## src/rtl/fetch_sequencer_if.sv

```systemverilog
// Fetch-side bus of the 8051 fetch sequencer: code ROM port, IR strobes,
// execute handshake and branch inputs. The sequencer is the master.
interface fetch_sequencer_if #(
  parameter int PC_WIDTH = 16
);
  logic                enable;
  logic [PC_WIDTH-1:0] rom_addr;
  logic [7:0]          rom_byte;
  logic [1:0]          instr_len;
  logic                ir_load_high;
  logic                ir_load_low;
  logic [7:0]          operand3;
  logic [1:0]          len_q;
  logic [PC_WIDTH-1:0] pc;
  logic                instr_valid;
  logic                exec_done;
  logic                pc_load;
  logic [PC_WIDTH-1:0] pc_target;
  logic                busy;

  modport master (
    input  enable, rom_byte, instr_len, exec_done, pc_load, pc_target,
    output rom_addr, ir_load_high, ir_load_low, operand3, len_q, pc,
           instr_valid, busy
  );

  modport slave (
    output enable, rom_byte, instr_len, exec_done, pc_load, pc_target,
    input  rom_addr, ir_load_high, ir_load_low, operand3, len_q, pc,
           instr_valid, busy
  );
endinterface

```

## src/rtl/fetch_sequencer.sv

```systemverilog
// Instruction-fetch controller for the 8051 core: owns the PC, walks the code
// ROM one byte per request/latch pair and hands complete instructions to execute.
module fetch_sequencer #(
  parameter int                  PC_WIDTH     = 16,
  parameter logic [PC_WIDTH-1:0] RESET_VECTOR = '0
) (
  input logic               clock,
  input logic               reset,
  fetch_sequencer_if.master bus
);

  typedef enum logic [2:0] {
    IDLE,
    OP_REQ,
    OP_LAT,
    B2_REQ,
    B2_LAT,
    B3_REQ,
    B3_LAT,
    ISSUE
  } state_t;

  state_t              state_q, state_d;
  logic [PC_WIDTH-1:0] pc_q, pc_d;
  logic [PC_WIDTH-1:0] rom_addr_q, rom_addr_d;
  logic [1:0]          len_reg, len_d;
  logic [7:0]          operand3_q, operand3_d;
  logic [1:0]          decoded_len;
  logic                load_high, load_low, valid;

  assign decoded_len = (bus.instr_len == 2'd0) ? 2'd1 : bus.instr_len;

  always_ff @(posedge clock) begin
    if (reset) begin
      state_q    <= IDLE;
      pc_q       <= RESET_VECTOR;
      rom_addr_q <= RESET_VECTOR;
      len_reg    <= 2'd0;
      operand3_q <= 8'h00;
    end else begin
      state_q    <= state_d;
      pc_q       <= pc_d;
      rom_addr_q <= rom_addr_d;
      len_reg    <= len_d;
      operand3_q <= operand3_d;
    end
  end

  always_comb begin
    state_d    = state_q;
    pc_d       = pc_q;
    len_d      = len_reg;
    operand3_d = operand3_q;
    load_high  = 1'b0;
    load_low   = 1'b0;
    valid      = 1'b0;

    case (state_q)
      IDLE: begin
        if (bus.enable) state_d = OP_REQ;
      end
      OP_REQ: state_d = OP_LAT;
      OP_LAT: begin
        load_high = 1'b1;
        len_d     = decoded_len;
        pc_d      = pc_q + 1'b1;
        state_d   = (decoded_len == 2'd1) ? ISSUE : B2_REQ;
      end
      B2_REQ: state_d = B2_LAT;
      B2_LAT: begin
        load_low = 1'b1;
        pc_d     = pc_q + 1'b1;
        state_d  = (len_reg == 2'd3) ? B3_REQ : ISSUE;
      end
      B3_REQ: state_d = B3_LAT;
      B3_LAT: begin
        operand3_d = bus.rom_byte;
        pc_d       = pc_q + 1'b1;
        state_d    = ISSUE;
      end
      ISSUE: begin
        valid = 1'b1;
        if (bus.exec_done) begin
          if (bus.pc_load) pc_d = bus.pc_target;
          state_d = bus.enable ? OP_REQ : IDLE;
        end
      end
      default: state_d = IDLE;
    endcase
  end

  // The address is registered on entry to each request state so the ROM
  // sees it for the whole REQ cycle and returns the byte in the LAT cycle.
  always_comb begin
    rom_addr_d = rom_addr_q;
    if (state_d == OP_REQ || state_d == B2_REQ || state_d == B3_REQ) begin
      rom_addr_d = pc_d;
    end
  end

  assign bus.rom_addr     = rom_addr_q;
  assign bus.pc           = pc_q;
  assign bus.len_q        = len_reg;
  assign bus.operand3     = operand3_q;
  assign bus.ir_load_high = load_high;
  assign bus.ir_load_low  = load_low;
  assign bus.instr_valid  = valid;
  assign bus.busy         = (state_q != IDLE);

endmodule

```

## src/flat_wrapper.sv

```systemverilog
// flat-port wrapper written by rule: the top's interface ports become plain ports
module fetch_sequencer_flat 
#(
  parameter int                  PC_WIDTH     = 16,
  parameter logic [PC_WIDTH-1:0] RESET_VECTOR = '0
)
  (clock, reset, bus_enable, bus_rom_byte, bus_instr_len, bus_exec_done, bus_pc_load, bus_pc_target, bus_rom_addr, bus_ir_load_high, bus_ir_load_low, bus_operand3, bus_len_q, bus_pc, bus_instr_valid, bus_busy);
  fetch_sequencer_if #(.PC_WIDTH(PC_WIDTH)) bus_i ();
  input logic clock;
  input logic reset;
  input wire logic [$bits(bus_i.enable)-1:0] bus_enable;
  input wire logic [$bits(bus_i.rom_byte)-1:0] bus_rom_byte;
  input wire logic [$bits(bus_i.instr_len)-1:0] bus_instr_len;
  input wire logic [$bits(bus_i.exec_done)-1:0] bus_exec_done;
  input wire logic [$bits(bus_i.pc_load)-1:0] bus_pc_load;
  input wire logic [$bits(bus_i.pc_target)-1:0] bus_pc_target;
  output wire logic [$bits(bus_i.rom_addr)-1:0] bus_rom_addr;
  output wire logic [$bits(bus_i.ir_load_high)-1:0] bus_ir_load_high;
  output wire logic [$bits(bus_i.ir_load_low)-1:0] bus_ir_load_low;
  output wire logic [$bits(bus_i.operand3)-1:0] bus_operand3;
  output wire logic [$bits(bus_i.len_q)-1:0] bus_len_q;
  output wire logic [$bits(bus_i.pc)-1:0] bus_pc;
  output wire logic [$bits(bus_i.instr_valid)-1:0] bus_instr_valid;
  output wire logic [$bits(bus_i.busy)-1:0] bus_busy;
  assign bus_i.enable = bus_enable;
  assign bus_i.rom_byte = bus_rom_byte;
  assign bus_i.instr_len = bus_instr_len;
  assign bus_i.exec_done = bus_exec_done;
  assign bus_i.pc_load = bus_pc_load;
  assign bus_i.pc_target = bus_pc_target;
  assign bus_rom_addr = bus_i.rom_addr;
  assign bus_ir_load_high = bus_i.ir_load_high;
  assign bus_ir_load_low = bus_i.ir_load_low;
  assign bus_operand3 = bus_i.operand3;
  assign bus_len_q = bus_i.len_q;
  assign bus_pc = bus_i.pc;
  assign bus_instr_valid = bus_i.instr_valid;
  assign bus_busy = bus_i.busy;
  fetch_sequencer #(.PC_WIDTH(PC_WIDTH), .RESET_VECTOR(RESET_VECTOR)) u_core (.clock(clock), .reset(reset), .bus(bus_i));
endmodule
```

## config.mk

```make
export PLATFORM = sky130hd
export DESIGN_NAME = fetch_sequencer_flat
export DESIGN_NICKNAME = d
export VERILOG_FILES = /design/src/rtl/fetch_sequencer_if.sv /design/src/rtl/fetch_sequencer.sv /design/src/flat_wrapper.sv
export SDC_FILE = /design/constraint.sdc
export NUM_CORES = 1
export LEC_CHECK = 0
export CORE_MARGIN = 3
export CORE_UTILIZATION = 40
export DETAILED_ROUTE_END_ITERATION = 12
export PLACE_DENSITY = 0.82
export SKIP_CTS_REPAIR_TIMING = 1
export SKIP_LAST_GASP = 1
export SLEW_MARGIN = 0
export SYNTH_ARGS = -nofsm -noshare
export SYNTH_HDL_FRONTEND = slang
export SYNTH_SLANG_ARGS = --single-unit
```

## constraint.sdc

```tcl
create_clock -name clock -period 4.21 [get_ports clock]
set_input_delay 1.263 -clock clock [delete_from_list [all_inputs] [get_ports clock]]
set_output_delay 1.263 -clock clock [all_outputs]
set_load 0.005 [all_outputs]
```

* Word level (Yosys, flattened, before mapping)
Index checks and enable logic that the tools add are counted.
** Cells by class
- Add/sub/neg operators :: 1
- Equality and inequality tests :: 12
- Multiplexer cells :: 13
- Reductions and logical operators :: 6
** Operators by type and width (number)
- 2-to-1 mux 16 bit :: 2
- case mux 16 bit (2 select lines) :: 1
- case mux 3 bit (8 select lines) :: 1
- adder 16 x 1 -> 16 bit (second input constant) :: 1
- == test 3 bit (second input constant) :: 5
- == test 3 x 2 -> 1 bit (second input constant) :: 3
- 2-to-1 mux 3 bit :: 3
- == test 3 x 1 -> 1 bit (second input constant) :: 2
- 2-to-1 mux 1 bit :: 4
- 2-to-1 mux 2 bit :: 2
- zero test 3 bit :: 1
- nonzero test 3 bit :: 1
- OR reduction 3 bit :: 1
- == test 2 x 1 -> 1 bit (second input constant) :: 1
- == test 2 bit (second input constant) :: 1
- zero test 2 bit :: 1
- logical OR 1 bit :: 2
** Storage, ports and cells
- Register bits :: 45
- Input bits :: 31
- Output and inout bits :: 46
- Logic and storage cells :: 37

* Longest topological paths before layout
Gate-level depths: netlist (run 1).
- Depth in word-level cells :: 8
- Gate-level depth with buffers :: 7
- Gate-level depth less buffers :: 6

* Worst setup path after synthesis (run 1)
Ideal clock, no wire load.
- Path kind :: input to register
- Start point :: input port bus_exec_done
- End point :: register u_core.rom_addr_q[11] (netlist: u_core.bus.rom_addr[11])
- Setup time :: 0.140 ns
- Data arrival time :: 2.277 ns
- Required time :: 4.070 ns
- Path slack :: 1.793 ns
- Stages on the path :: 5
- Path buffers :: 1
- Cells stage by stage :: and3_1 and3_4 buf_6 a222oi_1 a211oi_2
** Between the ends
- Word-level cells in the longest chain between the ends :: 5
- Elaborated cells between the ends (all ways) :: 9
- Those cells by class :: 3 x eq/ne; 4 x mux; 2 x reduce/logical
** RTL lines
- start, declared :: RTL line flat_wrapper.sv:14 : input wire logic [$bits(bus_i.exec_done)-1:0] bus_exec_done;
- 2-to-1 mux 3 bit :: RTL line fetch_sequencer.sv:83 : if (bus.exec_done) begin
- case mux 3 bit (8 select lines) :: RTL line fetch_sequencer.sv:58 : case (state_q)
- == test 3 x 1 -> 1 bit or == test 3 x 2 -> 1 bit (tied branches) :: RTL line fetch_sequencer.sv:96 : if (state_d == OP_REQ || state_d == B2_REQ || state_d == B3_REQ) begin
- logical OR 1 bit (2 in series) :: RTL line fetch_sequencer.sv:96
- end signal, assigned :: RTL line fetch_sequencer.sv:43 : rom_addr_q <= rom_addr_d;
- end, declared :: RTL line fetch_sequencer.sv:25 : logic [PC_WIDTH-1:0] rom_addr_q, rom_addr_d;
Several ways; a longest one is shown, not always the timed one.
A chain may end at the register's enable or synchronous reset.

* Worst setup path after layout (run 1)
- Start point :: register u_core.state_q[1]
- End point :: output port bus_ir_load_high
** Between the ends
- Word-level cells in the longest chain between the ends :: 2
** RTL lines
- start, declared :: RTL line fetch_sequencer.sv:23 : state_t state_q, state_d;
- start signal, assigned :: RTL line fetch_sequencer.sv:41 : state_q <= state_d;
- == test 3 x 2 -> 1 bit :: RTL line fetch_sequencer.sv:58
- 2-to-1 mux 1 bit :: RTL line fetch_sequencer.sv:58
- end, declared :: RTL line flat_wrapper.sv:18 : output wire logic [$bits(bus_i.ir_load_high)-1:0] bus_ir_load_high;
No other way between the ends.

==> results of run 1 <==
==> worst min-delay path by stage <==
stage / depth (start not counted) / start / slack, ns / to
4_1_cts: 2 / u_core.bus.rom_addr[13] / 0.50 / u_core.bus.rom_addr[13]
5_1_grt: 2 / u_core.bus.operand3[4] / 0.53 / u_core.bus.operand3[4]
3_3_place_gp: 2 / u_core.bus.operand3[6] / 0.47 / u_core.bus.operand3[6]
3_5_place_dp: 2 / u_core.bus.rom_addr[13] / 0.49 / u_core.bus.rom_addr[13]
6_report: 2 / u_core.bus.rom_addr[13] / 0.50 / u_core.bus.rom_addr[13]
2_1_floorplan: 2 / u_core.bus.rom_addr[13] / 0.48 / u_core.bus.rom_addr[13]
==> registers in the layout (all words and copies together), names as in the netlist <==
register             cells
u_core.bus.len_q         2
u_core.bus.operand3      8
u_core.bus.pc           16
u_core.bus.rom_addr     16
u_core.state_q           3
==> kinds of logic (layout without fill, tap and decap cells) <==
group	Yosys count	in the layout	synth area share, %
AO/OA/AOI/OAI	58	58	23.3
AND/OR/NAND/NOR	114	114	24.2
multiplexers	14	14	6.10
adder cells (fa/ha/maj)	1	1	0.545
flip-flops	45	45	39.2
XOR/XNOR	2	2	0.763
buffers and inverters	22	88	5.94
==> worst max-delay path, cell delays in order, from the launching register on <==
cell	delay, ns
dfxtp_1	0.53
nor3b_1	0.48
clkdlybuf4s50_1	0.60
==> routing by layer <==
| layer | GRT usage, % | wire length, um | vias to the layer above |
|---|---|---|---|
| met3 | 7.46 | 552 | 4 |
| met4 | 3.99 | 35 | 0 |
| met5 | 0 | 0 | - |
| met2 | 29.3 | 2700 | 70 |
| met1 | 22.6 | 2520 | 994 |
| li1 | - | - | 1058 |
==> where the power goes <==
group	total, mW	internal (mW)	switching, mW
Combinational	0.117	0.0667	0.0507
Clock	0.262	0.115	0.148
Sequential	0.448	0.439	0.00941
Total	0.827	0.620	0.208
==> final cells by class <==
cell class | instances | area share, %
clock buffer | 5 | 2.21
clock inverter | 2 | 0.523
inverter | 5 | 0.604
multi-input combinational | 189 | 40.5
sequential | 45 | 29.0
tap | 70 | 2.82
timing repair buffer | 76 | 24.3
==> layout by cell type, fill, tap and decap left out, types with 2 or more instances in the layout <==
master,n
dfxtp_1,45
o221a_2,2
nor4_1,3
o21ai_0,9
nor3b_1,2
o311a_1,2
nor2b_1,2
nand2_1,18
a22o_1,2
and3_1,4
clkbuf_8,5
and2_1,4
a21oi_1,5
nand2b_1,4
xor2_1,2
a211oi_2,14
and4_1,2
nand3_1,6
a221oi_1,2
nand4_1,5
inv_1,5
mux2i_1,14
a222oi_1,2
nor3_1,5
nor2_1,51
a21o_1,2
a31oi_1,3
clkdlybuf4s50_1,75
==> impl_metrics.py, run 1 <==
metrics = {
    "routing": {
        "wl_per_cell_um": 14.8,
        "drc": 0,
        "totalWireLength_um": 5800,
        "drt-pass1-iter-count": 4,
        "drt_iter0_markers": 130,
        "vias": 2126,
        "via_per_inst": 5.42,
        "ant_nets": 0,
    },
    "cells_and_area": {
        "fillCellCount": 472,
        "final_cells": 392,
        "drive_above_1_share_pct": 10.6,
        "post-route-cell-area_um2": 3110,
        "final_util_pct": 58.3,
        "fin_nets": 354,
        "diodes": 0,
        "multi_input_area_um2": 1260,
        "regArea_um2": 901,
        "area_growth_pct": 35.3,
    },
    "clock_tree": {
        "cts_root_buf": "clkbuf_8",
        "numCtsBuffers": 5,
        "clkLatencyLatePin_ns": 0.30,
        "path_clk_slew_ns": 0.08,
        "cts_sinks": 45,
        "htreeDepth": 2,
        "cts_buffer_depth": 2,
        "cts_tree": "done",
    },
    "sta": {
        "hold_viol_final": 0,
        "setup_violations": 0,
        "holdWs_ns": 0.496,
        "drv_slew": 0,
        "finalWorstSetupSlack_ns": 1.05,
        "rsz0062_at_grt": "false",
        "worstMarginPinSlew_ns": 0.968,
        "fin_setup_tns_ns": 0,
        "period_needed_ns": 3.16,
        "fin_worst_skew_ns": 0.00487,
        "period_share_pct": 75.2,
        "fmax_mhz": 316,
        "relSlewSlack_pct": 35.5,
    },
    "place": {
        "io_buffers": 76,
        "gp_congestion": 0.786,
        "dp.cells": 385,
        "hpwl_um": 4200,
        "place_ws_ns": 1.09,
        "dpl-instance-area_um2": 3020,
    },
    "grt": {
        "grt_max_degree": 47,
        "overflow": 0,
        "grt_use_total_pct": 18.2,
        "grt_pass1_wl_um": 9450,
        "grt_antenna_before_repair": 0,
        "grt_pass1_vias": 2082,
    },
    "pwr": {
        "vdd_drop_max_mv": 0.206,
        "p_leak_nw": 1.16,
        "p_per_area_nw_per_um2": 266,
        "power_mw": 0.827,
    },
    "synth": {
        "synth_ff_type": "dfxtp_1",
        "synthCells": 256,
        "yosysWarnings": 0,
        "syn_area_um2": 2300,
        "syn-num-nets": 288,
        "synth_area_per_cell_um2": 8.97,
        "synth_top_area_cell": "dfxtp_1",
        "synth.top_cell.area_share_pct": 39.2,
        "synth.area.top_cells": "dfxtp_1 (39%), nor2_1 (8.3%), a211oi_2 (7.6%)",
        "netlist_top_cells_count": "nor2_1 (51), dfxtp_1 (45), nand2_1 (18), a211oi_2 (14), mux2i_1 (14)",
        "synth_most_common_cell": "nor2_1",
        "synth_edf_count": 0,
        "async_flop_share_pct": 0,
        "yosysSeqAreaShare_pct": 39.2,
        "synth-seq-cells": 45,
        "synth_cell_types": 55,
    },
    "job": {
        "maxCapViolations": 0,
    },
    "worst_setup_path": {
        "critPathLaunchType": "flip-flop",
        "rrSetupSlack_ns": 2.18,
        "critical_path.endpoint": "bus_ir_load_high",
        "r2r_end": "u_core.bus.rom_addr[14]",
        "end_kind": "output port",
        "reg2regPathDepth": 6,
        "path_class": "flip-flop to output port",
        "cp.arrival_ns": 1.90,
        "startpoint": "u_core.state_q[1]",
        "reg2reg_from": "u_core.bus.pc[0]",
        "worstPathMaxFanout": 10,
        "critPathRequiredTime_ns": 2.95,
    },
    "die": {
        "start_util_pct": 43.1,
        "placementRows": 26,
        "fp.dieW_um": 81.8,
        "core_area_um2": 5340,
        "die-area_um2": 6690,
        "ios": 77,
        "die_h_um": 81.8,
    },
    "worst_hold_path": {
        "hold_class": "flip-flop to flip-flop",
    },
    "status": {
        "status": "completed",
    },
}
(Power assumes the default switching activity.)
==> inputs of run 2 (changes only) <==
- PLACE_DENSITY: 0.82 -> 0.84
- clock period: 4.21 -> 2.77 ns (I/O delays scaled with it)
==> impl_metrics.py, run 2 (synthesis gave the netlist of run 1 again) <==
metrics = {
    "sta": {
        "fin_worst_skew_ns": 0.00348,
        "period_needed_ns": 2.56,
        "hold_viol_final": 0,
        "relSlewSlack_pct": 56.4,
        "setup_violations": 0,
        "rsz0062_at_grt": "false",
        "fin_setup_tns_ns": 0,
        "worstMarginPinSlew_ns": 0.653,
        "fmax_mhz": 390,
        "period_share_pct": 92.5,
        "drv_slew": 0,
    },
    "clock_tree": {
        "cts_buffer_depth": 2,
        "clkLatencyLatePin_ns": 0.30,
        "cts_sinks": 45,
        "cts_tree": "done",
        "numCtsBuffers": 5,
        "path_clk_slew_ns": 0.08,
        "htreeDepth": 2,
        "cts_root_buf": "clkbuf_8",
    },
    "worst_setup_path": {
        "end_kind": "output port",
        "path_delay_family": "buffers and inverters",
        "crit_buf_inv": 2,
        "r2r_end": "u_core.bus.rom_addr[14]",
        "reg2reg_from": "u_core.bus.pc[0]",
        "critPathLaunchType": "flip-flop",
        "worstPathMaxFanout": 10,
        "critPathRequiredTime_ns": 1.94,
        "crit_slowest_cell": "dfxtp_1",
        "reg2regPathDepth": 6,
        "path_class": "flip-flop to output port",
        "path_cells": "nor3b_1 -> buf_4 -> clkdlybuf4s50_1",
        "cp.arrival_ns": 1.73,
        "critPathMaxStageDelay_ns": 0.53,
        "rrSetupSlack_ns": 0.72,
    },
    "cells_and_area": {
        "drive_above_1_share_pct": 11.9,
        "area_growth_pct": 38.1,
        "final_common_cell": "clkdlybuf4s50_1",
        "fin_nets": 359,
        "post-route-cell-area_um2": 3170,
        "final_cell_mix": "clkdlybuf4s50_1 (75), nor2_1 (51), dfxtp_1 (45), nand2_1 (18)",
        "diodes": 0,
    },
    "pwr": {
        "p_per_area_nw_per_um2": 430,
        "p_leak_nw": 1.20,
        "power_mw": 1.36,
        "vdd_drop_max_mv": 0.350,
    },
    "routing": {
        "drt_iter0_markers": 114,
        "totalWireLength_um": 6040,
        "drc": 0,
        "vias": 2203,
        "wl_per_cell_um": 15.2,
        "via_per_inst": 5.54,
        "ant_nets": 0,
        "drt-pass1-iter-count": 4,
    },
    "grt": {
        "overflow": 0,
        "grt_antenna_before_repair": 0,
        "grt_use_total_pct": 19.0,
        "grt_max_degree": 33,
        "grt_pass1_wl_um": 9770,
        "grt_pass1_vias": 2127,
    },
    "die": {
        "die_h_um": 81.8,
        "die-area_um2": 6690,
        "fp.dieW_um": 81.8,
        "core_area_um2": 5340,
        "placementRows": 26,
        "start_util_pct": 43.1,
        "ios": 77,
    },
    "place": {
        "dpl-instance-area_um2": 3060,
        "hpwl_um": 4380,
        "io_buffers": 76,
        "gp_congestion": 0.780,
    },
    "worst_hold_path": {
        "hold_class": "flip-flop to flip-flop",
        "min_from": "u_core.bus.rom_addr[13]",
        "worstHoldPathCells": 2,
        "hold_end": "u_core.bus.rom_addr[13]",
    },
    "status": {
        "status": "completed",
    },
    "job": {
        "maxCapViolations": 0,
    },
}
-- run 2: cell types whose count changed in the layout (fill, tap and decap cells not counted), sizes merged --
| cell | change |
|---|---|
| buf | +5 |
| bufinv | +1 |
| clkbuf | +1 |
| clkinvlp | -1 |
-- run 2: final cells by class --
type                       instances  area [um2]
multi-input combinational        189        1260
clock inverter                     2        38.8
fill                             483        2160
clock buffer                       6        72.6
sequential                        45         901
tap                               70        87.6
timing repair buffer              81         793
inverter                           5        18.8
-- run 2: worst max path at each step --
stage / endpoint / depth (start not counted) / from
floorplan: u_core.bus.rom_addr[11] / 5 / bus_exec_done
global placement: u_core.bus.rom_addr[1] / 6 / bus_exec_done
detailed placement: u_core.bus.rom_addr[0] / 6 / bus_exec_done
CTS: bus_ir_load_high / 3 / u_core.state_q[1]
global route: bus_ir_load_high / 3 / u_core.state_q[1]
finish: bus_ir_load_high / 3 / u_core.state_q[1]
-- run 2: power by group --
group / leakage (nW) / switching, mW / internal, mW
Combinational: 0.778 / 0.0794 / 0.104
Clock: 0.0554 / 0.227 / 0.271
Sequential: 0.365 / 0.0165 / 0.667
Total: 1.20 / 0.323 / 1.04
-- run 2: per-stage QoR --
stage	hold WS, ns	setup slack (ns)	cells	util [%]
finish	0.501	0.207	398	59.5
global route	0.524	0.0764	398	59.5
CTS	0.504	0.182	398	59.5
detailed placement	0.488	0.140	390	57.4
global placement	0.474	0.201	390	57.4
floorplan	0.477	0.785	256	-
-- run 2: layer usage --
layer	share of wire (%)	global-route usage (%)	vias to the layer above	routed length [um]
met5	0	0	-	0
met2	47	30.3	81	2840
met4	1.5	7.31	0	93
li1	-	-	1077	-
met3	8.5	6.36	9	514
met1	43	23.7	1036	2590
-- run 2: tightest hold or removal path: stages, from the launching register on --
cell and delay, ns:
dfxtp_1 0.31, nand2b_1 0.06, o22ai_1 0.08
